<file path="config.mk">
export PLATFORM = sky130hd
export DESIGN_NAME = irq_sched
export DESIGN_NICKNAME = d
export VERILOG_FILES = /design/src/rtl/irq_sched.sv
export SDC_FILE = /design/constraint.sdc
export NUM_CORES = 1
export LEC_CHECK = 0
export ABC_CLOCK_PERIOD_IN_PS = 1550
export BUFFER_PORTS_ARGS = -buffer_cell sky130_fd_sc_hd__buf_2
export CORE_AREA = 2 2 47 49
export CTS_BUF_LIST = sky130_fd_sc_hd__clkbuf_8
export CTS_CLUSTER_SIZE = 28
export DETAILED_ROUTE_END_ITERATION = 7
export DIE_AREA = 0 0 49 51
export PLACE_DENSITY = 0.75
export SETUP_SLACK_MARGIN = 0.2
export SYNTH_ARGS = -nofsm -noshare
export SYNTH_HDL_FRONTEND = slang
export SYNTH_SLANG_ARGS = --single-unit
</file>
<file path="constraint.sdc">
create_clock -name clk_25mhz -period 1.55 [get_ports clk_25mhz]
set_clock_uncertainty 0.15 [all_clocks]
set_input_delay 0.155 -clock clk_25mhz [delete_from_list [all_inputs] [get_ports clk_25mhz]]
set_output_delay 0.155 -clock clk_25mhz [all_outputs]
set_load 0.01 [all_outputs]
</file>
<file path="src/rtl/irq_sched.sv">
// irq_sched: edge-captured, masked, fixed-priority interrupt scheduler
// Ports: clk_25mhz/rst, irq_in, mask_*, glob_en, int_ack/done, ovr_clr -> int_req/vec/id, pending, overrun, busy
module irq_sched #(
  parameter int N_SRC = 4,
  parameter int VEC_W = 10,
  parameter logic [VEC_W-1:0] VEC0 = 10'h020,
  parameter logic [VEC_W-1:0] VEC1 = 10'h020,
  parameter logic [VEC_W-1:0] VEC2 = 10'h009,
  parameter logic [VEC_W-1:0] VEC3 = 10'h009
) (
  input  logic             clk_25mhz,
  input  logic             rst,
  input  logic [N_SRC-1:0] irq_in,
  input  logic             mask_we,
  input  logic [N_SRC-1:0] mask_wdata,
  input  logic             glob_en,
  input  logic             int_ack,
  input  logic             int_done,
  input  logic             ovr_clr,
  output logic             int_req,
  output logic [VEC_W-1:0] int_vec,
  output logic [1:0]       int_id,
  output logic [N_SRC-1:0] pending,
  output logic [N_SRC-1:0] overrun,
  output logic             busy
);

  typedef enum logic [1:0] {
    IDLE,
    REQ,
    SERV
  } state_t;

  state_t state, state_n;

  logic [N_SRC-1:0] prev;
  logic [N_SRC-1:0] mask;
  logic [N_SRC-1:0] rise;
  logic [N_SRC-1:0] clr;
  logic [N_SRC-1:0] elig;
  logic [N_SRC-1:0] pending_n;
  logic [N_SRC-1:0] overrun_n;
  logic [1:0]       win;
  logic [VEC_W-1:0] win_vec;
  logic             ack_ok;
  logic             load;

  assign rise   = irq_in & ~prev;
  assign ack_ok = (state == REQ) & int_ack;
  assign clr    = ack_ok ? (N_SRC'(1) << int_id) : '0;
  assign elig   = pending & mask;

  // a rise in the ack cycle re-arms the bit, so it is not an overrun
  assign pending_n = (pending & ~clr) | rise;
  assign overrun_n = (ovr_clr ? '0 : overrun)
                   | (rise & pending & ~clr);

  assign int_req = (state == REQ);
  assign busy    = (state != IDLE);

  always_comb begin
    win = 2'd0;
    priority case (1'b1)
      elig[0]: win = 2'd0;
      elig[1]: win = 2'd1;
      elig[2]: win = 2'd2;
      elig[3]: win = 2'd3;
      default: win = 2'd0;
    endcase
  end

  always_comb begin
    win_vec = VEC0;
    unique case (win)
      2'd0: win_vec = VEC0;
      2'd1: win_vec = VEC1;
      2'd2: win_vec = VEC2;
      2'd3: win_vec = VEC3;
      default: win_vec = VEC0;
    endcase
  end

  always_comb begin
    state_n = state;
    load    = 1'b0;
    unique case (state)
      IDLE: begin
        if (glob_en && (elig != '0)) begin
          load    = 1'b1;
          state_n = REQ;
        end
      end
      REQ: begin
        if (int_ack) state_n = SERV;
      end
      SERV: begin
        if (int_done) state_n = IDLE;
      end
      default: state_n = IDLE;
    endcase
  end

  always_ff @(posedge clk_25mhz or negedge rst) begin
    if (!rst) begin
      state   <= IDLE;
      prev    <= '0;
      mask    <= '0;
      pending <= '0;
      overrun <= '0;
      int_id  <= 2'd0;
      int_vec <= '0;
    end else begin
      state   <= state_n;
      prev    <= irq_in;
      pending <= pending_n;
      overrun <= overrun_n;
      if (mask_we) mask <= mask_wdata;
      if (load) begin
        int_id  <= win;
        int_vec <= win_vec;
      end
    end
  end

endmodule
</file>
* After elaboration in Yosys (flattened, before gate mapping)
Cells that the tools add are included.
** Word-level totals
- Bits of input ports :: 15
- Logic and storage cells :: 47
- Output and inout port bits :: 22
- Bits in registers :: 30
** Cells by class
- Eq/ne operators :: 8
- Mux-type cells :: 13
- Reductions and logical operators :: 8
- Shifts and indexed selects :: 1
- Bitwise logic cells :: 10
** Operators with widths (number)
- $and 4x4->4 :: 5
- $pmux 10 s2 :: 1
- $mux 2 :: 7
- $mux 4 :: 2
- $not 4->4 :: 2
- $or 4x4->4 :: 2
- $eq 2x2->1 const B :: 3
- $ne 2x2->1 const B :: 3
- $pmux 2 s3 :: 1
- $eq 2x1->1 const B :: 2
- $logic_not 2->1 :: 2
- $reduce_bool 4->1 :: 1
- $reduce_or 2->1 :: 2
- $shl 1x2->4 const A :: 1
- $reduce_and 3->1 :: 1
- $mux 1 :: 2
- $reduce_bool 2->1 :: 1
- $and 1x1->1 :: 1
- $logic_and 1x1->1 :: 1

* Longest topological paths before layout
- Depth after elaboration :: 8
- Gate-level depth with buffers :: 4
- Gate-level depth less buffers :: 4

* Worst setup path after synthesis
OpenSTA, ideal clock, no wires.
- Path kind :: flip-flop to flip-flop
- Start point :: register pending[2]
- End point :: register int_id[0]
- Library setup time :: 0.065 ns
- Path slack :: 0.292 ns
- Buffers on the path :: 0
- Clock period less this slack :: 1.258 ns
- Arrival time :: 1.043 ns
- Required time :: 1.335 ns
- Stages on the path, launching flop included :: 5
- Cell sequence :: dfrtp_1 > a22oi_1 > nor2b_1 > a2111o_1 > nand2_1
** On the way
- Word-level cells in the longest chain between the ends :: 5
- Elaborated cells between the ends (all ways) :: 8
- Those cells by class :: mux (5); bitwise (1); reduce/logical (2)
** Ends and longest elaborated chain
- from (decl) :: RTL line 23 : output logic [N_SRC-1:0] pending,
- from (signal assigned) :: RTL line 115 : pending <= pending_n;
- $and 4x4->4 (*) :: RTL line 51 : assign elig = pending & mask;
- $reduce_bool 4->1 :: RTL line 88 : if (glob_en && (elig != '0)) begin
- $logic_and 1x1->1 :: RTL line 88
- $mux 1 :: RTL line 88
- $mux 1 :: RTL line 86 : unique case (state)
- to (signal assigned) :: RTL line 119 : int_id <= win;
- to (decl) :: RTL line 22 : output logic [1:0] int_id,
Mark *: on every way between the ends. The rest lies on a longest branch, timed or not.
A chain may end at the register's enable or synchronous reset.

* Final worst setup path
- Start point :: register state[0]
- End point :: register int_id[0]
** On the way
- Word-level cells in the longest chain between the ends :: 2
** Ends and longest elaborated chain
- from (decl) :: RTL line 34 : state_t state, state_n;
- from (signal assigned) :: RTL line 113 : state <= state_n;
- $logic_not 2->1 :: RTL line 86
- $mux 1 :: RTL line 86
No other way between the ends.

==> results_dict.tcl <==
set metrics [dict create \
    status "complete, no violations" \
    path_max_fanout 4 \
    max_stage_delay_ns 0.45 \
    grt_overflow_total 0 \
    row_count 17 \
    first_pass_iters 4 \
    yosysSeqAreaShare 0.587 \
    core_mm2 0.00206 \
    grt_max_degree 23 \
    period_share 0.873 \
    ir_worst_vdd_uv 866 \
    cts.htree.levels 1 \
    synth_top_area_cell "dfrtp_1" \
    reg2reg_from "state[0]" \
    drcViolationCount 0 \
    hold_ws_ns 0.0148 \
    hold_viol 0 \
    hpwlAfterDp_um 1330 \
    path_cells "nor2_4 -> nand2_2 -> a2111o_1 -> nand2_1" \
    hold_depth 2 \
    cp-end-kind "register" \
    cts_tree "built" \
    met3_usage 0.0380 \
    powerDensity_mw_per_mm2 1560 \
    crit_buf_inv 0 \
    dp_slack_ns 0.236 \
    grt_util_all_layers 0.172 \
    clkTransAtPathRegs_ns 0.07 \
    wl_um 1890 \
    top_usage_layer "met2" \
    routedWlPerCell_um 12.4 \
    grt_pass1_wl_um 3310 \
    synth-main-ff-cell "dfrtp_1" \
    grt_pass1_vias 763 \
    max_freq_mhz 739 \
    drive_gt1_frac 0.379 \
    vias 720 \
    min_period_ns 1.35 \
    hold_path.startpoint "int_ack" \
    setup_ws_ns 0.197 \
    gp_congestion 0.755 \
    grt_util_met1 0.202 \
    final_nets 141 \
    antenna_left 0 \
    min_path_type "primary input to register" \
    crit_type "register to register" \
    root_buffer "clkbuf_8" \
    synthArstFlopShare 1.00 \
    power.leakage_nw 0.603 \
    io_buffers 29 \
    rr_endpoint "int_id[0]" \
    ff2ff_setup_slack_ns 0.20 \
    netlist.area_leader.share 0.587 \
    rsz0062_at_grt "yes" \
    ios 37 \
    die_y_um 51 \
    critPathRequiredTime_ns 1.59 \
    worstSkewPairLatency_ns 0.25 \
    synthCells 82 \
    power_mw 1.96 \
    drv_slew 0 \
    die_area_mm2 0.00250 \
    cts_buffers 3 \
    synth_cell_types 23 \
    critical_path.startpoint_type "register" \
    area_delta_synth_final_pct 34.1 \
    initial_core_util 0.455 \
    synthTopCellsByArea "dfrtp_1, buf_4, mux2_2" \
    holdPathEnd "state[0]" \
    yosys_warnings 0 \
    num_antenna_cells 0 \
    clock-sinks 22 \
    viasPerCell 4.74 \
    r2r.worst_path.cells 4 \
    syn_area_um2 938 \
    synth_common_cells "dfrtp_1, buf_4, inv_1, nand2_1" \
    use_met2 0.317 \
    postSynthAreaPerCell_um2 11.4 \
    setup_tns_ns 0 \
    ys_seq_elements 22 \
    antenna_found_initial 0 \
    cts_buffer_depth 2 \
    synth_edf_count 0 \
    arrival_ns 1.39 \
    fp.dieW_um 49 \
    drv_cap 0 \
    drt_iter0_drc 2 \
    setup_viol 0 \
    worst_path_max_delay_cell "dfrtp_2" \
    cp_top_family "flip-flops" \
    synth.most_common_cell "dfrtp_1" \
]
==> layout by cell type (no fill, tap or decap), types with 4 or more instances in the layout <==
| cell | instances |
|---|---|
| buf_2 | 27 |
| dfrtp_1 | 21 |
| dlygate4sd3_1 | 10 |
| nand2_1 | 8 |
| conb_1 | 7 |
| inv_1 | 6 |
| o22ai_1 | 5 |
| o21ai_0 | 4 |
| nand2b_1 | 4 |
| mux2_2 | 4 |
==> sequential cells by signal, summed over array words and instances, names as in the netlist <==
| name | cells |
|---|---|
| mask | 4 |
| state | 2 |
| pending | 4 |
| int_vec | 2 |
| int_id | 2 |
| prev | 4 |
| overrun | 4 |
==> per-stage QoR <==
stage | utilization | std cells | area [µm²]
floorplan | - | 88 | 961
global placement | 0.524 | 137 | 1080
detailed placement | 0.524 | 137 | 1080
CTS | 0.596 | 151 | 1230
global route | 0.610 | 152 | 1260
finish | 0.610 | 152 | 1260
==> cell families after synthesis <==
| kind of cell | Yosys count | synth area share |
|---|---|---|
| buf+inv | 16 | 0.0960 |
| flops | 22 | 0.587 |
| mux | 4 | 0.0480 |
| other cells | 1 | 0.00400 |
| compound gates | 18 | 0.140 |
| simple gates | 21 | 0.125 |
==> report_power, final <==
part | leakage (nW) | internal [mW] | switching (mW)
logic | 0.329 | 0.375 | 0.366
registers | 0.253 | 0.725 | 0.164
clock network | 0.0216 | 0.173 | 0.160
==> layer usage <==
metal / vias to the layer above / share of wire
li1: 351 / -
met1: 343 / 0.44
met2: 24 / 0.51
met3: 2 / 0.037
met4: 0 / 0.0042
met5: - / 0
==> worst max path at each step <==
stage	start	endpoint	slack (ns)	cells after the start
2_1_floorplan	pending[2]	int_id[0]	0.29	4
3_3_place_gp	state[1]	overrun[1]	0.26	3
3_5_place_dp	pending[2]	int_id[0]	0.24	4
4_1_cts	state[1]	int_req	0.21	3
5_1_grt	pending[2]	int_id[0]	0.14	4
6_report	state[0]	int_id[0]	0.20	4
==> area by class of cell <==
type / instances / area, µm²
flip-flops and latches: 22 / 552
repair buffers: 41 / 273
clock buffers: 3 / 41.3
multi-input cells: 50 / 328
well taps: 28 / 35.0
fillers: 186 / 805
inverters: 8 / 30.0
==> timing repair <==
item | in CTS | in global routing
hold buffers | 10 | 0
setup endpoints to repair | 1 | 9
endpoints found under the hold margin | 33 | 0
gates resized for setup | 1 | 7
buffers inserted | 1 | 1
pin swaps | 0 | 1
Power figures use the tool's default switching activity.
